<file path="src/rtl/tri_matmul_if.sv">
// Operand/result bundle for the lower-triangular matrix multiplier.
// The master drives start and the operands; the slave returns status and the product.
interface tri_matmul_if #(
  parameter int N = 3,
  parameter int W = 8
);
  logic             start;
  logic [W*N*N-1:0] A_in;
  logic [W*N*N-1:0] B_in;
  logic             busy;
  logic             done;
  logic [W*N*N-1:0] C_out;

  modport master (
    output start, A_in, B_in,
    input  busy, done, C_out
  );

  modport slave (
    input  start, A_in, B_in,
    output busy, done, C_out
  );
endinterface

</file>
<file path="src/rtl/tri_matmul.sv">
// Sequential lower-triangular matrix product C = A*B, one MAC per cycle.
// Define TRI_MATMUL_SAT_EN to saturate results to W bits instead of wrapping.
module tri_matmul #(
  parameter int N = 3,
  parameter int W = 8
) (
  input  logic         clk,
  input  logic         rst,
  tri_matmul_if.slave  mm
);
  localparam int MW = W*N*N;
  localparam int AW = 2*W + $clog2(N) + 1;
  localparam int IW = (N > 1) ? $clog2(N) : 1;
  localparam logic [IW-1:0] LAST = IW'(N-1);
`ifdef TRI_MATMUL_SAT_EN
  localparam logic signed [AW-1:0] SMAX =
    {{(AW-W+1){1'b0}}, {(W-1){1'b1}}};
  localparam logic signed [AW-1:0] SMIN =
    {{(AW-W+1){1'b1}}, {(W-1){1'b0}}};
`endif

  typedef enum logic [1:0] {
    IDLE,
    MAC,
    WRITE
  } state_e;

  state_e                st_q;
  logic [IW-1:0]         i_q, j_q, k_q;
  logic signed [AW-1:0]  acc_q, acc_d;
  logic [MW-1:0]         a_q, b_q, c_q, c_d, cout_q;
  logic                  busy_q, done_q;
  logic signed [W-1:0]   a_el, b_el, red_d;
  logic signed [2*W-1:0] prod;

  // k only walks j..i, so upper-triangle operand bits are never read
  always_comb begin
    a_el  = a_q[W*(N*int'(i_q) + int'(k_q)) +: W];
    b_el  = b_q[W*(N*int'(k_q) + int'(j_q)) +: W];
    prod  = a_el * b_el;
    acc_d = acc_q + {{(AW-2*W){prod[2*W-1]}}, prod};
`ifdef TRI_MATMUL_SAT_EN
    if (acc_q > SMAX)
      red_d = SMAX[W-1:0];
    else if (acc_q < SMIN)
      red_d = SMIN[W-1:0];
    else
      red_d = acc_q[W-1:0];
`else
    red_d = acc_q[W-1:0];
`endif
    c_d = c_q;
    c_d[W*(N*int'(i_q) + int'(j_q)) +: W] = red_d;
  end

  always_ff @(posedge clk or posedge rst) begin
    if (rst) begin
      st_q   <= IDLE;
      i_q    <= '0;
      j_q    <= '0;
      k_q    <= '0;
      acc_q  <= '0;
      a_q    <= '0;
      b_q    <= '0;
      c_q    <= '0;
      cout_q <= '0;
      busy_q <= 1'b0;
      done_q <= 1'b0;
    end else begin
      done_q <= 1'b0;
      unique case (st_q)
        IDLE: begin
          if (mm.start) begin
            a_q    <= mm.A_in;
            b_q    <= mm.B_in;
            i_q    <= '0;
            j_q    <= '0;
            k_q    <= '0;
            acc_q  <= '0;
            busy_q <= 1'b1;
            st_q   <= MAC;
          end
        end
        MAC: begin
          acc_q <= acc_d;
          if (k_q == i_q)
            st_q <= WRITE;
          else
            k_q <= k_q + 1'b1;
        end
        WRITE: begin
          c_q   <= c_d;
          acc_q <= '0;
          st_q  <= MAC;
          if (j_q == i_q) begin
            if (i_q == LAST) begin
              cout_q <= c_d;
              done_q <= 1'b1;
              busy_q <= 1'b0;
              st_q   <= IDLE;
            end else begin
              i_q <= i_q + 1'b1;
              j_q <= '0;
              k_q <= '0;
            end
          end else begin
            j_q <= j_q + 1'b1;
            k_q <= j_q + 1'b1;
          end
        end
        default: st_q <= IDLE;
      endcase
    end
  end

  assign mm.busy  = busy_q;
  assign mm.done  = done_q;
  assign mm.C_out = cout_q;
endmodule

</file>
<file path="src/flat_wrapper.sv">
// flat-port wrapper written by rule: the top's interface ports become plain ports
module tri_matmul_flat 
#(
  parameter int N = 3,
  parameter int W = 8
)
  (clk, rst, mm_start, mm_A_in, mm_B_in, mm_busy, mm_done, mm_C_out);
  tri_matmul_if #(.N(N), .W(W)) mm_i ();
  input  logic clk;
  input  logic rst;
  input wire logic [$bits(mm_i.start)-1:0] mm_start;
  input wire logic [$bits(mm_i.A_in)-1:0] mm_A_in;
  input wire logic [$bits(mm_i.B_in)-1:0] mm_B_in;
  output wire logic [$bits(mm_i.busy)-1:0] mm_busy;
  output wire logic [$bits(mm_i.done)-1:0] mm_done;
  output wire logic [$bits(mm_i.C_out)-1:0] mm_C_out;
  assign mm_i.start = mm_start;
  assign mm_i.A_in = mm_A_in;
  assign mm_i.B_in = mm_B_in;
  assign mm_busy = mm_i.busy;
  assign mm_done = mm_i.done;
  assign mm_C_out = mm_i.C_out;
  tri_matmul #(.N(N), .W(W)) u_core (.clk(clk), .rst(rst), .mm(mm_i));
endmodule
</file>
<file path="config.mk">
export PLATFORM = sky130hd
export DESIGN_NAME = tri_matmul_flat
export DESIGN_NICKNAME = d
export VERILOG_FILES = /design/src/rtl/tri_matmul_if.sv /design/src/rtl/tri_matmul.sv /design/src/flat_wrapper.sv
export SDC_FILE = /design/constraint.sdc
export NUM_CORES = 1
export LEC_CHECK = 0
export ABC_AREA = 1
export CORE_MARGIN = 5
export CORE_UTILIZATION = 44
export CTS_CLUSTER_DIAMETER = 40
export DETAILED_ROUTE_END_ITERATION = 8
export DONT_BUFFER_PORTS = 1
export SLEW_MARGIN = 40
export SYNTH_ARGS = -nofsm -noshare
export SYNTH_HDL_FRONTEND = slang
export SYNTH_SLANG_ARGS = --single-unit
</file>
<file path="constraint.sdc">
create_clock -name clk -period 15.2 [get_ports clk]
set_clock_uncertainty 0.15 [all_clocks]
set_input_delay 3.04 -clock clk [delete_from_list [all_inputs] [get_ports clk]]
set_output_delay 3.04 -clock clk [all_outputs]
set_load 0.1 [all_outputs]
</file>
After elaboration in Yosys (flattened, before gate mapping)

Cells that the tools add are included.
W data, S select, Z words.

Register bits after elaboration: 317
Bits of input ports: 147
Output and inout bits: 74
Word-level logic and storage cells: 73

Add/sub/neg operators: 8
Multiply operators: 3
Equality and inequality tests: 12
Shift-type cells: 4
Multiplexer cells: 24
Reduce and logical (&&, ||, !) cells: 11

Operator list:

| operator                  | count |
|---|---|
| $bwmux W72                | 1 |
| $shift A8 B33 Y72 const A | 1 |
| $shiftx A72 B32 Y8        | 1 |
| $shiftx A72 B9 Y8         | 1 |
| $shiftx A8 B33 Y72        | 1 |
| $add A29 B3 Y29           | 2 |
| $pmux W19 S3              | 1 |
| $neg A32 Y33              | 1 |
| $add A19 B19 Y19          | 1 |
| $mux W19                  | 1 |
| $mux W2                   | 9 |
| $mul A8 B8 Y16            | 1 |
| $pmux W2 S3               | 2 |
| $reduce_and A4 Y1         | 3 |
| $mul A2 B2 Y4 const A     | 2 |
| $pmux W2 S2               | 2 |
| $mux W1                   | 7 |
| $add A2 B1 Y2 const B     | 3 |
| $ne A2 B1 Y1 const B      | 3 |
| $ne A2 B2 Y1 const B      | 3 |
| $reduce_and A2 Y1         | 3 |
| $reduce_and A3 Y1         | 2 |
| $add A4 B2 Y5             | 1 |
| $eq A2 B2 Y1              | 2 |
| other kinds (7)           | 8 |

Logic depth before layout (Yosys ltp)

Depth after elaboration: 6
Depth in mapped cells: 38
Gate-level depth less buffers: 38

Worst setup path before layout

OpenSTA, ideal clock, no wires.

Path type: reg2reg
Start: register u_core.i_q[0]
End: register u_core.acc_q[7]
Arrival time: 5.950 ns
Setup slack: 8.983 ns
Cell stages (with the launch flop): 33
Buffers on the path: 2
Period minus slack after synthesis: 6.217 ns
Path through: dfrtp_1 inv_1 ha_1 fa_1 buf_2 inv_2 buf_4 nand2_1 o21ai_0 o211ai_1 nand3b_1 inv_1 nand2_1 fa_1 fa_1 fa_1 fa_1 inv_1 ha_1 xor2_1 ha_1 a21oi_1 o21ai_0 a31oi_1 nand3_1 nand2_1 nand3_1 nand2_1 inv_1 nand3_1 nand2_1 nand2_1 nand2_1

Longest elaborated chain between the ends: 6

RTL lines:

| element                  | line              | text |
|---|---|---|
| start: declaration       | tri_matmul.sv:29  | `logic [IW-1:0] i_q, j_q, k_q;` |
| start signal: assignment | tri_matmul.sv:102 | `i_q <= i_q + 1'b1;` |
| $mul A2 B2 Y4            | tri_matmul.sv:38  | `a_el = a_q[W*(N*int'(i_q) + int'(k_q)) +: W];` |
| $add A4 B2 Y5            | tri_matmul.sv:38  |  |
| $shiftx A72 B9 Y8        | tri_matmul.sv:38  |  |
| $mul A8 B8 Y16           | tri_matmul.sv:40  | `prod = a_el * b_el;` |
| $add A19 B19 Y19         | tri_matmul.sv:41  | `acc_d = acc_q + {{(AW-2*W){prod[2*W-1]}}, prod};` |
| $pmux W19 S3             | tri_matmul.sv:71  | `unique case (st_q)` |
| end signal: assignment   | tri_matmul.sv:62  | `acc_q <= '0;` |
| end signal: assignment   | tri_matmul.sv:79  | `acc_q <= '0;` |
| end signal: assignment   | tri_matmul.sv:85  | `acc_q <= acc_d;` |
| end: declaration         | tri_matmul.sv:30  | `logic signed [AW-1:0] acc_q, acc_d;` |

Every way passes these cells.
A chain may end at the register's enable or synchronous reset.

Worst setup path in the final report

Start: register u_core.k_q[0]
End: register u_core.acc_q[7]

Longest elaborated chain between the ends: 6
Elaborated cells between the ends (all ways): 8

RTL lines:

| element                  | line              | text |
|---|---|---|
| start: declaration       | tri_matmul.sv:29  |  |
| start signal: assignment | tri_matmul.sv:89  | `k_q <= k_q + 1'b1;` |
| start signal: assignment | tri_matmul.sv:108 | `k_q <= j_q + 1'b1;` |
| $mul A2 B2 Y4            | tri_matmul.sv:39  | `b_el = b_q[W*(N*int'(k_q) + int'(j_q)) +: W];` |
| $add A29 B3 Y29          | tri_matmul.sv:39  |  |
| $shiftx A72 B32 Y8       | tri_matmul.sv:39  |  |
| $mul A8 B8 Y16 *         | tri_matmul.sv:40  |  |
| $add A19 B19 Y19 *       | tri_matmul.sv:41  |  |
| $pmux W19 S3 *           | tri_matmul.sv:71  |  |

Every way passes the cells marked *; elsewhere a longest branch is shown, timed or not.

==> impl_metrics.env <==
export IMPL_status="finished clean"
export IMPL_clock_latency_ns=0.56
export IMPL_grt_pass1_wl_um=68790
export IMPL_clock_fmax_mhz=136.0
export IMPL_drc=0
export IMPL_drive_above_1_share_pct=10.26
export IMPL_yosys_area_share_simple_pct=30.08
export IMPL_gp_congestion=0.8845
export IMPL_totalWireLength_um=42610
export IMPL_final_nets=2255
export IMPL_post_cts_buffers=0
export IMPL_grt_busiest_layer="met2"
export IMPL_place_area_um2=16230
export IMPL_yosys_area_top_type_share_pct=48.17
export IMPL_routed_via_density=5.063
export IMPL_antenna_found_initial=0
export IMPL_start_util_pct=44.58
export IMPL_design_area_um2=17900
export IMPL_synth_seq_cells=306
export IMPL_setup_viol=0
export IMPL_period_share_pct=48.38
export IMPL_fill_cells=3510
export IMPL_drv_slew=0
export IMPL_reg2reg_to="u_core.acc_q[7]"
export IMPL_io_pins=221
export IMPL_dp_cells=2460
export IMPL_synth_yosys_seq_area_share_pct=48.17
export IMPL_synth_compound_area_share_pct=8.831
export IMPL_synth_fa_ha_area_share_pct=5.478
export IMPL_cts_tree="built"
export IMPL_synth_area_leaders="dfrtp_1 (48%), nand2_1 (22%), nand3_1 (4.3%)"
export IMPL_cts_made_buffers=46
export IMPL_slowest_delay_ns=1.04
export IMPL_rsz0062_at_grt="false"
export IMPL_ys_async_sr_fraction_pct=100.0
export IMPL_root_buffer="clkbuf_16"
export IMPL_netlist_instances=2083
export IMPL_avgRoutedWirePerCell_um=16.74
export IMPL_fp_dieW_um=200.1
export IMPL_syn_area_um2=15900
export IMPL_critPathArrivalTime_ns=7.65
export IMPL_yosysTopAreaCell="dfrtp_1"
export IMPL_worstHoldEndpoint="u_core.a_q[43]"
export IMPL_seq_area_um2=7744
export IMPL_syn_nets=2290
export IMPL_synth_top_family_by_area="simple AND/OR/NAND/NOR gates"
export IMPL_areaGrowthSynthToFinish_pct=12.63
export IMPL_reg2reg_slack_ns=7.85
export IMPL_drtIter0Drc=805
export IMPL_maxSlewHeadroom_pct=40.34
export IMPL_synth_top_flop_cell="dfrtp_1"
export IMPL_grt_overflow_total=0
export IMPL_track_usage_pct=21.37
export IMPL_grtUsageMet2_pct=33.84
export IMPL_synth_top_cells_by_count="nand2_1 (917), dfrtp_1 (306), inv_1 (144)"
export IMPL_grt_max_degree=126
export IMPL_min_from="u_core.a_q[43]"
export IMPL_grt_util_met3_pct=4.817
export IMPL_ctsHoldBuffers=0
export IMPL_worst_r2r_startpoint="u_core.k_q[0]"
export IMPL_ys_types=42
export IMPL_hpwl_um=30500
export IMPL_multi_input_area_um2=7181
export IMPL_grt_use_met1_pct=29.72
export IMPL_die_y_um=200.1
export IMPL_num_vias=12890
export IMPL_finalHoldViolCount=0
export IMPL_maxCapViolCount=0
export IMPL_cp_slowest_cell="fa_1"
export IMPL_h_tree_depth=2
export IMPL_antenna_left=0
export IMPL_start_kind="flop"
export IMPL_worst_slew_pin_slew_ns=0.8948
export IMPL_ctsResizeCount=0
export IMPL_grt_pass1_vias=12880
export IMPL_crit_top_cell="nand2_1"
export IMPL_syn_area_per_cell_um2=7.632
export IMPL_final_instance_count_excl_fill=2546
export IMPL_drt_pass1_iter_count=5
export IMPL_muxShareOfSynthArea_pct=0.1889
export IMPL_cp_required_ns=15.50
export IMPL_critPathKind="flop to flop"
export IMPL_hold_depth=2
export IMPL_portBuffers=0
export IMPL_tns_ns=0
export IMPL_clockBufferDepth=3
export IMPL_r2r_cells=34
export IMPL_clkTransAtPathRegs_ns=0.06
export IMPL_diodes=0
export IMPL_end_kind="flop"
export IMPL_rows=69
export IMPL_synth_edff_count=0
export IMPL_synth_most_common_cell="nand2_1"
export IMPL_min_path_type="flop to flop"
export IMPL_coreArea_um2=35660
export IMPL_cts_sinks=306
export IMPL_synthXorXnorAreaFrac_pct=0.5431
export IMPL_min_period_ns=7.354
export IMPL_die_area_um2=40030
export IMPL_yosysWarnings=0
export IMPL_crit_fanout=19
-- critical path: cells and delay by family (launching register included) --
family          cells  cell delay (ns)
simple gates       15             1.48
flops               1             0.42
fa+ha+maj           8             3.72
buf+inv             7             0.84
xor+xnor            1             0.17
compound gates      3             0.47
-- state kept, by name, summed over array words and instances, names as in the netlist --
register and cells:
u_core.mm.done 1, u_core.mm.busy 1, u_core.j_q 2, u_core.b_q 72, u_core.k_q 2, u_core.c_q 72
u_core.mm.C_out 72, u_core.a_q 72, u_core.st_q 2, u_core.acc_q 8, u_core.i_q 2
-- through the flow --
stage / worst slack (ns) / hold WS, ns / utilization [%]
final: 7.846 / 0.3251 / 50.22
after floorplan: 3.551 / 0.2979 / -
after global routing: 7.232 / 0.3365 / 50.22
after detailed placement: 7.847 / 0.3162 / 45.53
after global placement: 8.085 / 0.3125 / 45.21
after CTS: 7.820 / 0.3312 / 50.11
-- worst max path at each step --
| stage | startpoint | cells after the start | to |
|---|---|---|---|
| after floorplan | rst | 1 | u_core.a_q[0] |
| after global placement | u_core.k_q[0] | 36 | u_core.acc_q[7] |
| after detailed placement | u_core.k_q[0] | 34 | u_core.acc_q[7] |
| after CTS | u_core.k_q[0] | 34 | u_core.acc_q[7] |
| after global routing | u_core.k_q[0] | 34 | u_core.acc_q[7] |
| final | u_core.k_q[0] | 34 | u_core.acc_q[7] |
-- kinds of logic after synthesis --
kind of cell | count (synthesis)
AOI/OAI and AO/OA | 265
xor gates and xnor gates | 9
adders and majority gates | 60
buffers and inverters | 259
DFF | 306
muxes | 3
and+or+nand+nor | 1181
-- metal layers --
metal / vias to the layer above / wire, um
met4: 0 / 1107
met3: 77 / 2134
li1: 6514 / -
met1: 6031 / 19660
met5: - / 0
met2: 269 / 19700
-- final cells by class --
type / instances / area share (%)
Timing Repair Buffer: 15 / 0.8246
Clock inverter: 30 / 1.936
Tap cell: 461 / 3.222
Sequential cell: 306 / 43.25
Clock buffer: 55 / 7.198
Multi-Input combinational cell: 1518 / 40.10
Inverter: 161 / 3.466
-- cells in the final DEF (no fill, tap or decap), drive strengths merged, types with 13 or more instances in the layout --
master and count:
clkinv 13, fa 16, nand3 138, a21oi 34, nor2 99, dfrtp 306
nand2 921, ha 44, o21ai 210, buf 14, inv 168, clkbuf 56
Power is not shown: default switching activity piles up to over one toggle a cycle in this logic, so the estimate is an artifact.
